`src/rtl/coord_mem_arbiter.sv`:
```
// Shares the single-port coordinate RAM between a writer (collector) and a reader (pathfinder).
// Latency: write acks 1 cycle after grant; rd_valid RD_LAT+1 cycles after rd_ack (1 cycle if out of range).
// Backpressure: requests are held until acked; reads stall indefinitely while table_ready is low.
module coord_mem_arbiter #(
    parameter int ADDR_W = 8,
    parameter int DATA_W = 8,
    parameter int RD_LAT = 1
) (
    input  logic              clk,
    input  logic              reset,
    input  logic              clear,
    input  logic              coll_done,
    input  logic              wr_req,
    input  logic [ADDR_W-1:0] wr_addr,
    input  logic [DATA_W-1:0] wr_x,
    input  logic [DATA_W-1:0] wr_y,
    output logic              wr_ack,
    input  logic              rd_req,
    input  logic [ADDR_W-1:0] rd_addr,
    output logic              rd_ack,
    output logic              rd_valid,
    output logic [DATA_W-1:0] rd_x,
    output logic [DATA_W-1:0] rd_y,
    output logic              rd_err,
    output logic              table_ready,
    output logic [ADDR_W:0]   coord_count,
    output logic [ADDR_W-1:0] mem_addr,
    output logic              mem_wren,
    output logic [DATA_W-1:0] mem_x_d,
    output logic [DATA_W-1:0] mem_y_d,
    input  logic [DATA_W-1:0] mem_x_q,
    input  logic [DATA_W-1:0] mem_y_q
);
    localparam logic [2:0] S_IDLE    = 3'd0;
    localparam logic [2:0] S_WRITE   = 3'd1;
    localparam logic [2:0] S_READ    = 3'd2;
    localparam logic [2:0] S_RD_WAIT = 3'd3;
    localparam logic [2:0] S_RD_DONE = 3'd4;

    localparam int CW = (RD_LAT > 1) ? $clog2(RD_LAT) : 1;
    localparam logic [CW-1:0] WAIT_LAST = CW'(RD_LAT - 1);

    logic [2:0]    state;
    logic          last_grant;  // 1 = last grant went to the reader
    logic          rd_oor;
    logic          rd_err_r;
    logic [CW-1:0] wait_cnt;

    logic          grant_wr;
    logic          grant_rd;
    logic          rd_elig;
    logic          rd_in_range;
    logic [ADDR_W:0] wr_top;

    always_comb begin
        rd_elig     = rd_req & table_ready;
        grant_wr    = wr_req & (~rd_elig | last_grant);
        grant_rd    = rd_elig & (~wr_req | ~last_grant);
        rd_in_range = ({1'b0, rd_addr} < coord_count);
        wr_top      = {1'b0, mem_addr} + (ADDR_W+1)'(1);
    end

    assign mem_wren = (state == S_WRITE);
    assign wr_ack   = (state == S_WRITE);
    assign rd_ack   = (state == S_READ);
    assign rd_valid = (state == S_RD_DONE);
    assign rd_err   = rd_valid & rd_err_r;

    always_ff @(posedge clk or negedge reset) begin
        if (!reset) begin
            state       <= S_IDLE;
            last_grant  <= 1'b1;
            rd_oor      <= 1'b0;
            rd_err_r    <= 1'b0;
            wait_cnt    <= '0;
            table_ready <= 1'b0;
            coord_count <= '0;
            mem_addr    <= '0;
            mem_x_d     <= '0;
            mem_y_d     <= '0;
            rd_x        <= '0;
            rd_y        <= '0;
        end else begin
            if (clear)
                table_ready <= 1'b0;
            else if (coll_done)
                table_ready <= 1'b1;

            // The RAM write of a WRITE cycle still happens under clear, since mem_wren is state-decoded.
            if (clear) begin
                state       <= S_IDLE;
                coord_count <= '0;
            end else begin
                case (state)
                    S_IDLE: begin
                        if (grant_wr) begin
                            state      <= S_WRITE;
                            last_grant <= 1'b0;
                            mem_addr   <= wr_addr;
                            mem_x_d    <= wr_x;
                            mem_y_d    <= wr_y;
                        end else if (grant_rd) begin
                            state      <= S_READ;
                            last_grant <= 1'b1;
                            rd_oor     <= ~rd_in_range;
                            if (rd_in_range)
                                mem_addr <= rd_addr;
                        end
                    end
                    S_WRITE: begin
                        if (wr_top > coord_count)
                            coord_count <= wr_top;
                        state <= S_IDLE;
                    end
                    S_READ: begin
                        if (rd_oor) begin
                            rd_x     <= '0;
                            rd_y     <= '0;
                            rd_err_r <= 1'b1;
                            state    <= S_RD_DONE;
                        end else begin
                            rd_err_r <= 1'b0;
                            wait_cnt <= '0;
                            state    <= S_RD_WAIT;
                        end
                    end
                    S_RD_WAIT: begin
                        if (wait_cnt == WAIT_LAST) begin
                            rd_x  <= mem_x_q;
                            rd_y  <= mem_y_q;
                            state <= S_RD_DONE;
                        end else begin
                            wait_cnt <= wait_cnt + CW'(1);
                        end
                    end
                    S_RD_DONE: state <= S_IDLE;
                    default:   state <= S_IDLE;
                endcase
            end
        end
    end
endmodule

```
`config.mk`:
```
export PLATFORM = sky130hd
export DESIGN_NAME = coord_mem_arbiter
export DESIGN_NICKNAME = d
export VERILOG_FILES = /design/src/rtl/coord_mem_arbiter.sv
export SDC_FILE = /design/constraint.sdc
export NUM_CORES = 1
export LEC_CHECK = 0
export CAP_MARGIN = 25
export CORE_MARGIN = 3
export CORE_UTILIZATION = 44
export CTS_BUF_LIST = sky130_fd_sc_hd__clkbuf_4 sky130_fd_sc_hd__clkbuf_8 sky130_fd_sc_hd__clkbuf_16
export CTS_CLUSTER_SIZE = 10
export DETAILED_ROUTE_END_ITERATION = 8
export PLACE_DENSITY = 0.8
export SLEW_MARGIN = 20
export SYNTH_ARGS = -nofsm -noshare
export SYNTH_HDL_FRONTEND = slang
export SYNTH_SLANG_ARGS = --single-unit
```
`constraint.sdc`:
```
create_clock -name clk -period 2.9 [get_ports clk]
set_clock_uncertainty 0.05 [all_clocks]
set_input_delay 0.29 -clock clk [delete_from_list [all_inputs] [get_ports clk]]
set_output_delay 0.29 -clock clk [all_outputs]
set_load 0.02 [all_outputs]
```
---- Word-level counts from Yosys, hierarchy flattened ----
Cells that the tools add are included.
cells by class
  add/subtract/negate cells ............... 2
  magnitude comparators ................... 2
  eq/ne operators ......................... 9
  muxes and demuxes ....................... 25
  bitwise logic cells ..................... 12
  reduce and logical (&&, ||, !) cells .... 16
operator list
  operator                                                                 number
  8-bit 2-to-1 mux                                                         6
  8-bit one-hot mux with 2 select lines                                    2
  9-bit 2-to-1 mux                                                         3
  3-bit 2-to-1 mux                                                         5
  4-bit AND reduction                                                      3
  2-bit nonzero test                                                       6
  8-bit by 1-bit adder with 9-bit output, second input constant            1
  9-bit > comparator                                                       1
  8-bit by 9-bit less-than comparator with 1-bit output                    1
  3-bit one-hot mux with 3 select lines                                    1
  3-bit AND reduction                                                      3
  1-bit 2-to-1 mux                                                         7
  3-bit by 2-bit equality test with 1-bit output, second input constant    2
  1-bit inverter                                                           6
  2-bit AND reduction                                                      3
  1-bit bitwise AND                                                        4
  2-bit inequality test, second input constant                             2
  4-bit inequality test, second input constant                             1
  3-bit by 1-bit equality test with 1-bit output, second input constant    1
  3-bit equality test, second input constant                               1
  3-bit zero test                                                          1
  3-bit inequality test, second input constant                             1
  2-bit by 1-bit inequality test with 1-bit output, second input constant  1
  1-bit bitwise OR                                                         2
  other kinds (2)                                                          2
word-level totals
  register bits after elaboration ......... 57
  input bits .............................. 54
  output and inout port bits .............. 55
  word-level logic and storage cells ...... 78

---- Depth between registers and ports, before layout ----
Gate-level depths: netlist (run 1).
  depth in word-level cells ............... 7
  mapped depth ............................ 11
  mapped depth without buffers ............ 10

---- Worst setup path before layout (run 1) ----
Ideal clock, no wire load.
  kind .................................... reg-to-reg
  start point ............................. reg mem_addr[0]
  end point ............................... reg coord_count[0]
  library setup time ...................... 151 ps
  arrival ................................. 2,451 ps
  data required time ...................... 2,699 ps
  path slack .............................. 248 ps
  cell stages (with the launch flop) ...... 10
  buffers on the path ..................... 1
  clock period less this slack ............ 2,652 ps
  path through ............................ dfrtp_1 -> ha_1 -> nand3_1 -> nor4_1 -> ha_1 -> and4_1 -> a2111o_1 -> buf_2 -> a21oi_2 -> a311oi_2
between the ends
  longest elaborated chain between the ends .. 4
  elaborated cells on any way between the ends .. 7
  those cells by class .................... add/sub: 1; order compare: 1; mux: 3; reduce/logical: 2
RTL lines
  element                                                                   line  text
  start: declaration                                                        27    output logic [ADDR_W-1:0] mem_addr,
  start signal: assignment                                                  99    mem_addr <= wr_addr;
  start signal: assignment                                                  107   mem_addr <= rd_addr;
  8-bit by 1-bit adder with 9-bit output (*)                                60    wr_top = {1'b0, mem_addr} + (ADDR_W+1)'(1);
  9-bit > comparator / 9-bit 2-to-1 mux (equally long branches)             111   if (wr_top > coord_count)
  2-bit nonzero test (no line) / 9-bit 2-to-1 mux (equally long branches)   n/a
  2-bit AND reduction (no line) / 9-bit 2-to-1 mux (equally long branches)  n/a
  end signal: assignment                                                    112   coord_count <= wr_top;
  end: declaration                                                          26    output logic [ADDR_W:0] coord_count,
Mark *: on every way between the ends. The rest lies on a longest branch, timed or not. The select of a mux whose other input is x is not followed.
A chain may end at the register's enable or synchronous reset.

---- Final worst setup path (run 1) ----
  start point ............................. reg mem_addr[1]
  end point ............................... reg coord_count[0]
between the ends
  longest elaborated chain between the ends .. 4
RTL lines
  element                                 line
  8-bit by 1-bit adder with 9-bit output  60
  9-bit > comparator                      111
  2-bit nonzero test (no line)            n/a
  2-bit AND reduction (no line)           n/a
Every way passes these cells.

==> impl_results.md, run 1 <==
- Largest area contributor in the netlist: dfrtp_1
- Die Area: 7460 µm²
- Crit path capture type: register
- Drt total wl: 7660 µm
- R2R Setup Slk: around 0.17 ns
- Peak supply drop: between 400 and 500 µV
- Slew Limit Fails: 0
- Adder-Cell Fraction of Synth Area: under 10%
- Core area: between 6000 and 7000 µm²
- Worst Path Required: between 3 and 4 ns
- FMAX: 0.367 GHz
- GR peak layer: met2
- Reg2Reg Depth: 9
- P_leak: 1.73 nW
- Simple-gate area share of the yosys netlist: roughly 11%
- Int Power: about 2.2 mW
- First-pass GRT wire length: around 12,000 µm
- Die H: between 80 and 90 µm
- Mean post-synth cell area: around 11 µm²
- Mapped Cells: roughly 250
- Initial DRT Pass Iterations: 4
- M1 GR Usage: about 29%
- Non-Filler Instances: between 400 and 500
- Wire length per cell: between 15 and 20 µm
- Compound-cell area share of the yosys netlist: a little under a fifth
- Arr. time, crit path: about 2.9 ns
- Sequential cell area: around 1400 µm²
- R2r endpoint: coord_count[0]
- CTS tree: done
- TritonCTS Buffers: 5
- Combinational Power Share: 54.1%
- Clock share of power: 12.4%
- N_diodes: 0
- Min cycle time layout: around 2.7 ns
- Total number of vias: 2,497
- Multiplexer area fraction after synthesis: under 10%
- Sequential share of the synthesized area: between 40% and 50%
- Post-synth top flop: dfrtp_1
- Clk Latency, worst-skew pair: about 0.31 ns
- Met3 usage: roughly 6.7%
- Async set or reset register ratio after synthesis: 100%
- Setup TNS Final: 0 ns
- Sw frac: approximately two fifths
- # fillers: 498
- Synthesized cell area: between 2000 and 3000 µm²
- Area Growth Syn to Fin: 47.8%
- Initial Util: roughly 47%
- Post-Place Cells: around 430
- Yosys top cell area share: approximately 48%
- Setup violation total in the final timing report: 0
- WS Path Type: register to register
- Die X: ~86 µm
- Clock tree buffer depth: 2
- Crit start category: register
- Register bit total from synthesis: 56
- Multi-input logic area: approximately 1400 µm²
- Unique masters post-synth: 45
- DR vias/cell: between 5 and 6
- Max cap viols: 0
- # port buffers: between 100 and 150
- Hold Path End: mem_x_d[0]
- TritonCTS Sinks: 56
- Final Hold Fails: 0
- Vias in the first global route: 2,525
- Number of synthesized flops with an enable pin: 0
- Largest net degree at the start of global routing: 46
- Fin crit share: ~94%
- Xor and xnor area share after synthesis: roughly 1.8%
- GP Congestion: 0.908
- Share of cells above drive strength 1: between 10% and 20%
- Share of power burned in registers: around a third
- Crit-path max FO: 6
- FP Rows: 28
- HP Start: mem_x_d[0]
- I/O Pins: between 100 and 150
- Worst-Margin Slew: 0.736 ns
- Detail Placement HPWL: approximately 5900 µm
- Antenna violations before repair: 0
- Hold crit path type: register to register
- Slew headroom: around half
- Total GRT Usage: about a fifth
- YS warnings: 0
- GR met2 Demand/Resource: between 30% and 40%
- Htree depth: 2
- FF-to-FF Start: mem_addr[1]
- Main combinational cell family by area after synthesis: compound AO/OA/AOI/OAI gates
- Initial drt markers: between 100 and 150
- Mapped Nets: between 300 and 400
- Sw Pwr: around 1.5 mW
- Outcome: finished, final reports clean
- Post-route antenna net violation count: 0
- Clock slew at reported path FFs: around 0.11 ns
- GR Overflow Total: 0
- Post-route DRC: 0
- Synth area leaders: dfrtp_1, ha_1, a22o_1
- Root buffer cell: clkbuf_8
- P per Cell Area: between 800 and 900 nW/µm²
- WHS Path Cells: 1
- Nets: about 440
- Unrepaired setup endpoints after global routing: no
-- sequential cells by signal, indices dropped and copies added (netlist names) --
signal       cells
table_ready      1
rd_y             8
mem_x_d          8
last_grant       1
coord_count      9
state            3
rd_oor           1
rd_x             8
mem_y_d          8
rd_err_r         1
mem_addr         8
-- metrics by stage --
step / cell area (µm²) / hold slack, ns / power, mW / worst slack [ns] / utilization (%)
detailed placement: 4040 / 0.432 / 3.07 / 0.0678 / 66.3
CTS: 4140 / 0.126 / 3.53 / 0.0298 / 67.9
finish: 4200 / 0.450 / 3.64 / 0.172 / 68.9
global route: 4200 / 0.474 / 3.86 / 0.00162 / 68.9
floorplan: 2840 / -0.0556 / 2.27 / 0.248 / -
global placement: 4040 / 0.423 / 3.02 / 0.179 / 66.2
-- cell families after synthesis --
| logic type | Yosys count |
|---|---|
| compound gates | 69 |
| buf+inv | 28 |
| fa+ha+maj | 17 |
| flops | 56 |
| xor+xnor | 6 |
| mux | 18 |
| simple gates | 57 |
-- layout by cell type, fill, tap and decap left out, drive strengths merged, types with 3 or more instances in the layout --
cell type	n
clkdlybuf4s50	107
dfrtp	55
nor3	22
inv	19
mux2	18
ha	17
a22o	16
a21oi	14
buf	13
a211oi	10
o22ai	8
nor2	8
o21ai	7
nand2	6
nand3	5
xnor2	5
clkbuf	5
a31oi	3
nand2b	3
nor4	3
-- per-layer routing --
metal,up-vias,share of wire [%]
met2,107,47
met4,0,1.7
met3,12,8.2
met1,1204,43
li1,1174,-
met5,-,0
-- cell type report --
cell class              instances  share of cell area [%]
multi-input cells             168                    32.4
inverters                      18                    1.61
well taps                      75                    2.23
clock buffers                   5                    1.64
repair buffers                121                    28.0
flip-flops and latches         56                    33.4
clock inverters                 3                   0.655
-- power groups by stage --
stage	clock network, mW	registers, mW	logic (mW)
detailed placement	0	1.23	1.84
floorplan	0	1.46	0.810
finish	0.452	1.22	1.97
global route	0.499	1.25	2.12
CTS	0.467	1.22	1.85
global placement	0	1.21	1.81
-- cells in the mapped netlist, types with 2 or more instances --
library cell / count
dfrtp_1: 55
o21ai_0: 6
o22ai_1: 8
nand4_1: 2
and2_1: 2
nor3_1: 21
nand3_1: 5
a211oi_1: 10
mux2_2: 6
a21oi_1: 12
ha_1: 17
xnor2_1: 5
a31oi_1: 3
nand2_1: 6
nor3b_1: 2
buf_2: 4
a21o_1: 2
clkbuf_1: 5
mux2_1: 12
nor4_1: 2
nor2_1: 8
inv_1: 18
nand2b_1: 3
a22o_1: 16
-- what timing repair did --
item                                    4_1_cts  5_1_grt
resized for setup                             0        5
endpoints found under the setup margin        0        9
endpoints found under the hold margin         0       43
hold buffers                                  0        1
buffers inserted                              0        3
-- how the worst max path moves through the flow --
stage,from,to,slack [ns],cells past startpoint
after floorplan,mem_addr[0],coord_count[0],0.25,9
after global placement,mem_addr[0],coord_count[0],0.18,8
after detailed placement,mem_addr[0],coord_count[0],0.07,9
after CTS,mem_addr[0],coord_count[0],0.03,9
after global routing,mem_addr[1],coord_count[7],0.002,9
final,mem_addr[1],coord_count[0],0.17,9
-- critical path, stage by stage (launching register included) --
cell and delay, ns:
dfrtp_1 0.46, ha_1 0.23, nand3_1 0.16, xnor2_1 0.30, ha_1 0.32, a21oi_1 0.13
o21ai_1 0.16, a2111o_2 0.58, a21oi_2 0.16, a311oi_2 0.06
Note: power is estimated with default switching activity, not from simulation.
==> run 2, diff against run 1 <==
Settings changed: CELL_PAD_IN_SITES_DETAIL_PLACEMENT set to 1, CELL_PAD_IN_SITES_GLOBAL_PLACEMENT set to 1, CORE_UTILIZATION 44 to 33, PLACE_DENSITY 0.8 to not set, PLACE_DENSITY_LB_ADDON set to 0.1.
==> run 2 against run 1 <==
  * Die area rose by 31%
  * Critical path depth did not move
  * Clock-buffer cell count is 1 higher
  * Fmax rose by 2.1%
==> impl_results.md, run 2 (synthesis gave the netlist of run 1 again) <==
- Outcome: finished, final reports clean
- TritonCTS Sinks: 56
- Largest net degree at the start of global routing: 43
- Crit-path max FO: 6
- Final cell utilization of the core: approximately 51%
- Critical path launch point: mem_addr[1]
- # port buffers: 108
- Post-route DRC: 0
- Vias in the first global route: 2,640
- FMAX: around 0.37 GHz
- Min cycle time layout: roughly 2.7 ns
- Final Hold Fails: 0
- GR Overflow Total: 0
- Commonest non-fill, non-tap cell in the layout: clkdlybuf4s50_1
- Total number of vias: 2,510
- Final worst setup slack: about 0.23 ns
- FP Rows: 33
- P_leak: about 1.7 nW
- First-pass GRT wire length: ~14,000 µm
- I/O Pins: 109
- Max reg flops: 9
- Die X: 98.8 µm
- Worst Setup EP: coord_count[0]
- Slew Limit Fails: 0
- P per Cell Area: ~870 nW/µm²
- Unrepaired setup endpoints after global routing: no
- FF-to-FF Start: mem_addr[1]
- N_diodes: 0
- Crit start category: register
- Post-Place Cells: around 460
- Max cap viols: 0
- Setup violation total in the final timing report: 0
- TritonCTS Buffers: 5
- Setup TNS Final: 0 ns
- Die H: 98.8 µm
- Hold crit path type: primary input to asynchronous set/reset pin
- R2r endpoint: coord_count[0]
- Area Growth Syn to Fin: 49.1%
- Crit path capture type: register
- R2R Setup Slk: approximately 0.23 ns
- Clock tree buffer depth: 2
- Worst Path Required: 3.04 ns
- Detail Placement HPWL: between 6000 and 7000 µm
- CTS tree: done
- Post-route antenna net violation count: 0
- Antenna violations before repair: 0
- Arr. time, crit path: 2.81 ns
- Die Area: between 9000 and 10,000 µm²
- Drt total wl: 8430 µm
- Fin crit share: between 90% and 100%
- Slew headroom: between 60% and 70%
- Commonest non-fill, non-tap cells in the layout: clkdlybuf4s50_1, dfrtp_1, nor3_1
- GP Congestion: just over 0.8
- WS Path Type: register to register
- Initial DRT Pass Iterations: 4
- Share of cells above drive strength 1: 11.1%
- Initial drt markers: 34
- Core area: roughly 8300 µm²
- Worst-Margin Slew: 0.588 ns
- Htree depth: 2
- Worst slack, placed: 0.121 ns
- Initial Util: ~34%
- Non-Filler Instances: around 470
- Reg2Reg Depth: 9
- Peak supply drop: between 300 and 400 µV
- Clk Latency, worst-skew pair: 0.32 ns
- DR vias/cell: between 5 and 6
- Top reg by flops: coord_count
- Nets: roughly 440
- Total GRT Usage: between 10% and 20%
- Wire length per cell: about 18 µm
- Clock slew at reported path FFs: 0.11 ns
- Root buffer cell: clkbuf_8
[run 2: stage by stage]
step	total power [mW]	hold slack, ns	instance area [µm²]
finish	3.70	0.341	4240
detailed placement	3.07	0.173	4060
global placement	3.02	0.169	4060
floorplan	2.27	-0.0556	2840
CTS	3.64	0.353	4180
global route	3.95	0.358	4240
[run 2: layout make-up]
cell class	instances	area, µm²
repair buffers	119	1160
clock buffers	6	76.3
fillers	899	4060
clock inverters	2	38.8
multi-input cells	168	1360
well taps	105	131
flip-flops and latches	56	1400
inverters	18	67.6
[run 2: critical path, cell delays in order, from the launching register on]
cell and delay (ns):
dfrtp_2 0.43, ha_1 0.20, nand3_1 0.17, xnor2_1 0.27, ha_1 0.30, a21oi_1 0.15, o21ai_1 0.17, a2111o_1 0.57
a21oi_2 0.17, a311oi_2 0.05
[run 2: timing repair]
action | 4_1_cts | 5_1_grt
endpoints found under the setup margin | 0 | 9
resized for setup | 0 | 6
endpoints found under the hold margin | 13 | 0
hold buffers | 1 | 0
buffers inserted | 0 | 3
[run 2: worst min-delay path by stage]
| stage | cells past startpoint | endpoint | slack [ns] |
|---|---|---|---|
| after floorplan | 0 | coord_count[0] | -0.06 |
| after global placement | 1 | mem_x_d[6] | 0.17 |
| after detailed placement | 1 | mem_x_d[6] | 0.17 |
| after CTS | 2 | mem_x_d[6] | 0.35 |
| after global routing | 2 | mem_x_d[5] | 0.36 |
| final | 2 | mem_x_d[6] | 0.34 |
[run 2: where the power goes]
group | internal [mW] | switching [mW]
Sequential | 1.02 | 0.194
Combinational | 0.919 | 1.02
Clock | 0.271 | 0.271
Total | 2.21 | 1.49
[run 2: routing by layer]
layer  global-route usage, %  part of all wire (%)  vias up
li1                        -                     -     1171
met1                    21.9                    43     1248
met2                    27.8                    47       84
met3                    6.23                   8.6        7
met4                    3.47                  0.85        0
met5                       0                     0        -
==> run 3, diff against run 2 <==
Settings changed: CORE_UTILIZATION 33 to 26.
==> run 3 against run 2 <==
  * Sequential power about the same
  * Worst hold slack gained 0.093 ns
  * First-iteration DRC count increased by 91%
  * Total power shrank 2.7%
  * Sequential share of layout area down 0.21 points
  * Clock-buffer cell count unchanged
  * Largest cell class unchanged
  * Register-to-register slack improved by 0.02 ns
  * Core utilization down 10 points
  * Critical path depth up 1
  * Non-clock buffer count did not move
  * Cell count grew 6.5%
  * Global-route usage fell by 2.7 points
==> impl_results.md, run 3 (synthesis gave the netlist of run 1 again) <==
- Sw frac: between 40% and 50%
- Clock slew at reported path FFs: roughly 0.11 ns
- Min cycle time layout: roughly 2.6 ns
- First-pass GRT wire length: between 10,000 and 15,000 µm
- Detail Placement HPWL: ~6500 µm
- Post-route DRC: 0
- N_diodes: 0
- DR vias/cell: roughly 4.8
- Clk Latency, worst-skew pair: 0.31 ns
- CTS tree: done
- TritonCTS Buffers: 5
- Worst-Margin Slew: between 0.6 and 0.7 ns
- Sw Pwr: between 1 and 1.5 mW
- Final Hold Fails: 0
- Largest net degree at the start of global routing: 57
- Crit path capture type: register
- Core area: between 10,000 and 15,000 µm²
- TritonCTS Sinks: 56
- Wire length per cell: ~17 µm
- Crit-path max FO: 6
- I/O Pins: 109
- Drt total wl: 8540 µm
- Clock tree buffer depth: 2
- Arr. time, crit path: ~2.8 ns
- Antenna violations before repair: 0
- Vias in the first global route: approximately 2,700
- Max cap viols: 0
- Total number of vias: 2,441
- Slew Limit Fails: 0
- Die H: 111 µm
- Top reg by flops: coord_count
- Initial drt markers: 65
- Slew headroom: between 50% and 60%
- Die X: about 110 µm
- Setup TNS Final: 0 ns
- Post-route antenna net violation count: 0
- Fin crit share: approximately nine tenths
- Top sig layer: met4
- Commonest non-fill, non-tap cell in the layout: clkdlybuf4s50_1
- Final cell utilization of the core: approximately 40%
- Crit start category: register
- # port buffers: ~110
- Met3 WL: between 400 and 500 µm
- Area Growth Syn to Fin: 50.1%
- Worst Path Required: just over 3 ns
- Met2 wire len: 4280 µm
- WS Path Type: register to register
- Hold crit path type: primary input to asynchronous set/reset pin
- Non-Filler Instances: 505
- GR Overflow Total: 0
- Combinational Power Share: between 50% and 60%
- Share of cells above drive strength 1: 10.8%
- Max reg flops: 9
- Initial DRT Pass Iterations: 4
- Htree depth: 2
- Initial Util: between 20% and 30%
- Share of power burned in registers: between 30% and 40%
- Root buffer cell: clkbuf_8
- Commonest non-fill, non-tap cells in the layout: clkdlybuf4s50_1, dfrtp_1, nor3_1
- Final Total Pwr: between 3 and 4 mW
- P per Cell Area: 844 nW/µm²
- Die Area: between 10,000 and 15,000 µm²
- Wl on met1: around 3700 µm
- Setup violation total in the final timing report: 0
- P_leak: about 1.7 nW
- Peak supply drop: ~270 µV
- Nets: around 440
- Post-Place Cells: 494
- FP Rows: 37
- GP Congestion: between 0.7 and 0.8
- Int Power: about 2.1 mW
- Unrepaired setup endpoints after global routing: no
- FMAX: around 0.38 GHz
- Clock share of power: a little over an eighth
- Smallest hold slack: between 0.4 and 0.5 ns
- Outcome: finished, final reports clean
- Total GRT Usage: 14.4%
## run 3: cell types whose count changed in the layout (fill, tap and decap cells not counted)
cell | previous run | this run
clkbuf_8 | 5 | 6
nor4_1 | 0 | 1
clkbuf_4 | 1 | 0
bufinv_16 | 1 | 0
nor4_2 | 2 | 1
clkinvlp_4 | 0 | 2
inv_6 | 1 | 0
buf_4 | 10 | 9
buf_12 | 0 | 1
## run 3: critical path, cell delays in order (launching register included)
cell and delay (ns):
dfrtp_2 0.42, ha_1 0.19, nand3_1 0.17, nor2_2 0.17, xnor2_2 0.15, ha_1 0.29
a211oi_1 0.25, nor2_1 0.15, a2111o_2 0.49, a21oi_1 0.15, nor3_1 0.06
## run 3: layout make-up
type,instances,area [µm²]
Sequential cell,56,1400
Tap cell,136,170
Inverter,18,67.6
Clock inverter,2,15.0
Multi-Input combinational cell,168,1360
Clock buffer,6,82.6
Fill cell,1173,6190
Timing Repair Buffer,119,1170
## run 3: worst paths after layout
| check | start | endpoint | slack, ns | depth (start not counted) |
|---|---|---|---|---|
| max in group asynchronous | reset | last_grant | 2.04 | 3 |
| setup reg to reg | mem_addr[1] | coord_count[7] | 0.25 | 10 |
| min in group clk | mem_x_d[2] | mem_x_d[2] | 0.45 | 1 |
| hold / removal | reset | mem_x_d[5] | 0.43 | 3 |
| hold reg to reg | mem_x_d[2] | mem_x_d[2] | 0.45 | 1 |
| setup / recovery | mem_addr[1] | coord_count[7] | 0.25 | 10 |
## run 3: repair_timing
action                                  in CTS  in global routing
hold endpoints to repair                    55                  0
endpoints found under the setup margin       0                  9
gates resized for setup                      0                  5
hold buffers                                 1                  0
buffers inserted                             0                  1
## run 3: stage by stage
| stage | instance area (µm²) | setup WS [ns] |
|---|---|---|
| 5_1_grt | 4270 | 0.0260 |
| 2_1_floorplan | 2840 | 0.248 |
| 6_report | 4270 | 0.252 |
| 4_1_cts | 4230 | 0.0691 |
| 3_5_place_dp | 4120 | 0.104 |
| 3_3_place_gp | 4120 | 0.163 |
## run 3: layer usage
| metal | GRT usage (%) | vias up |
|---|---|---|
| li1 | - | 1169 |
| met1 | 17.9 | 1206 |
| met2 | 25.2 | 59 |
| met3 | 3.78 | 7 |
| met4 | 3.20 | 0 |
| met5 | 0 | - |
## run 3: power by group through the flow
stage	clock network, mW	registers, mW	logic (mW)
2_1_floorplan	0	1.46	0.810
3_3_place_gp	0	1.21	1.86
3_5_place_dp	0	1.22	1.88
4_1_cts	0.492	1.21	1.89
5_1_grt	0.525	1.24	2.11
6_report	0.467	1.20	1.93
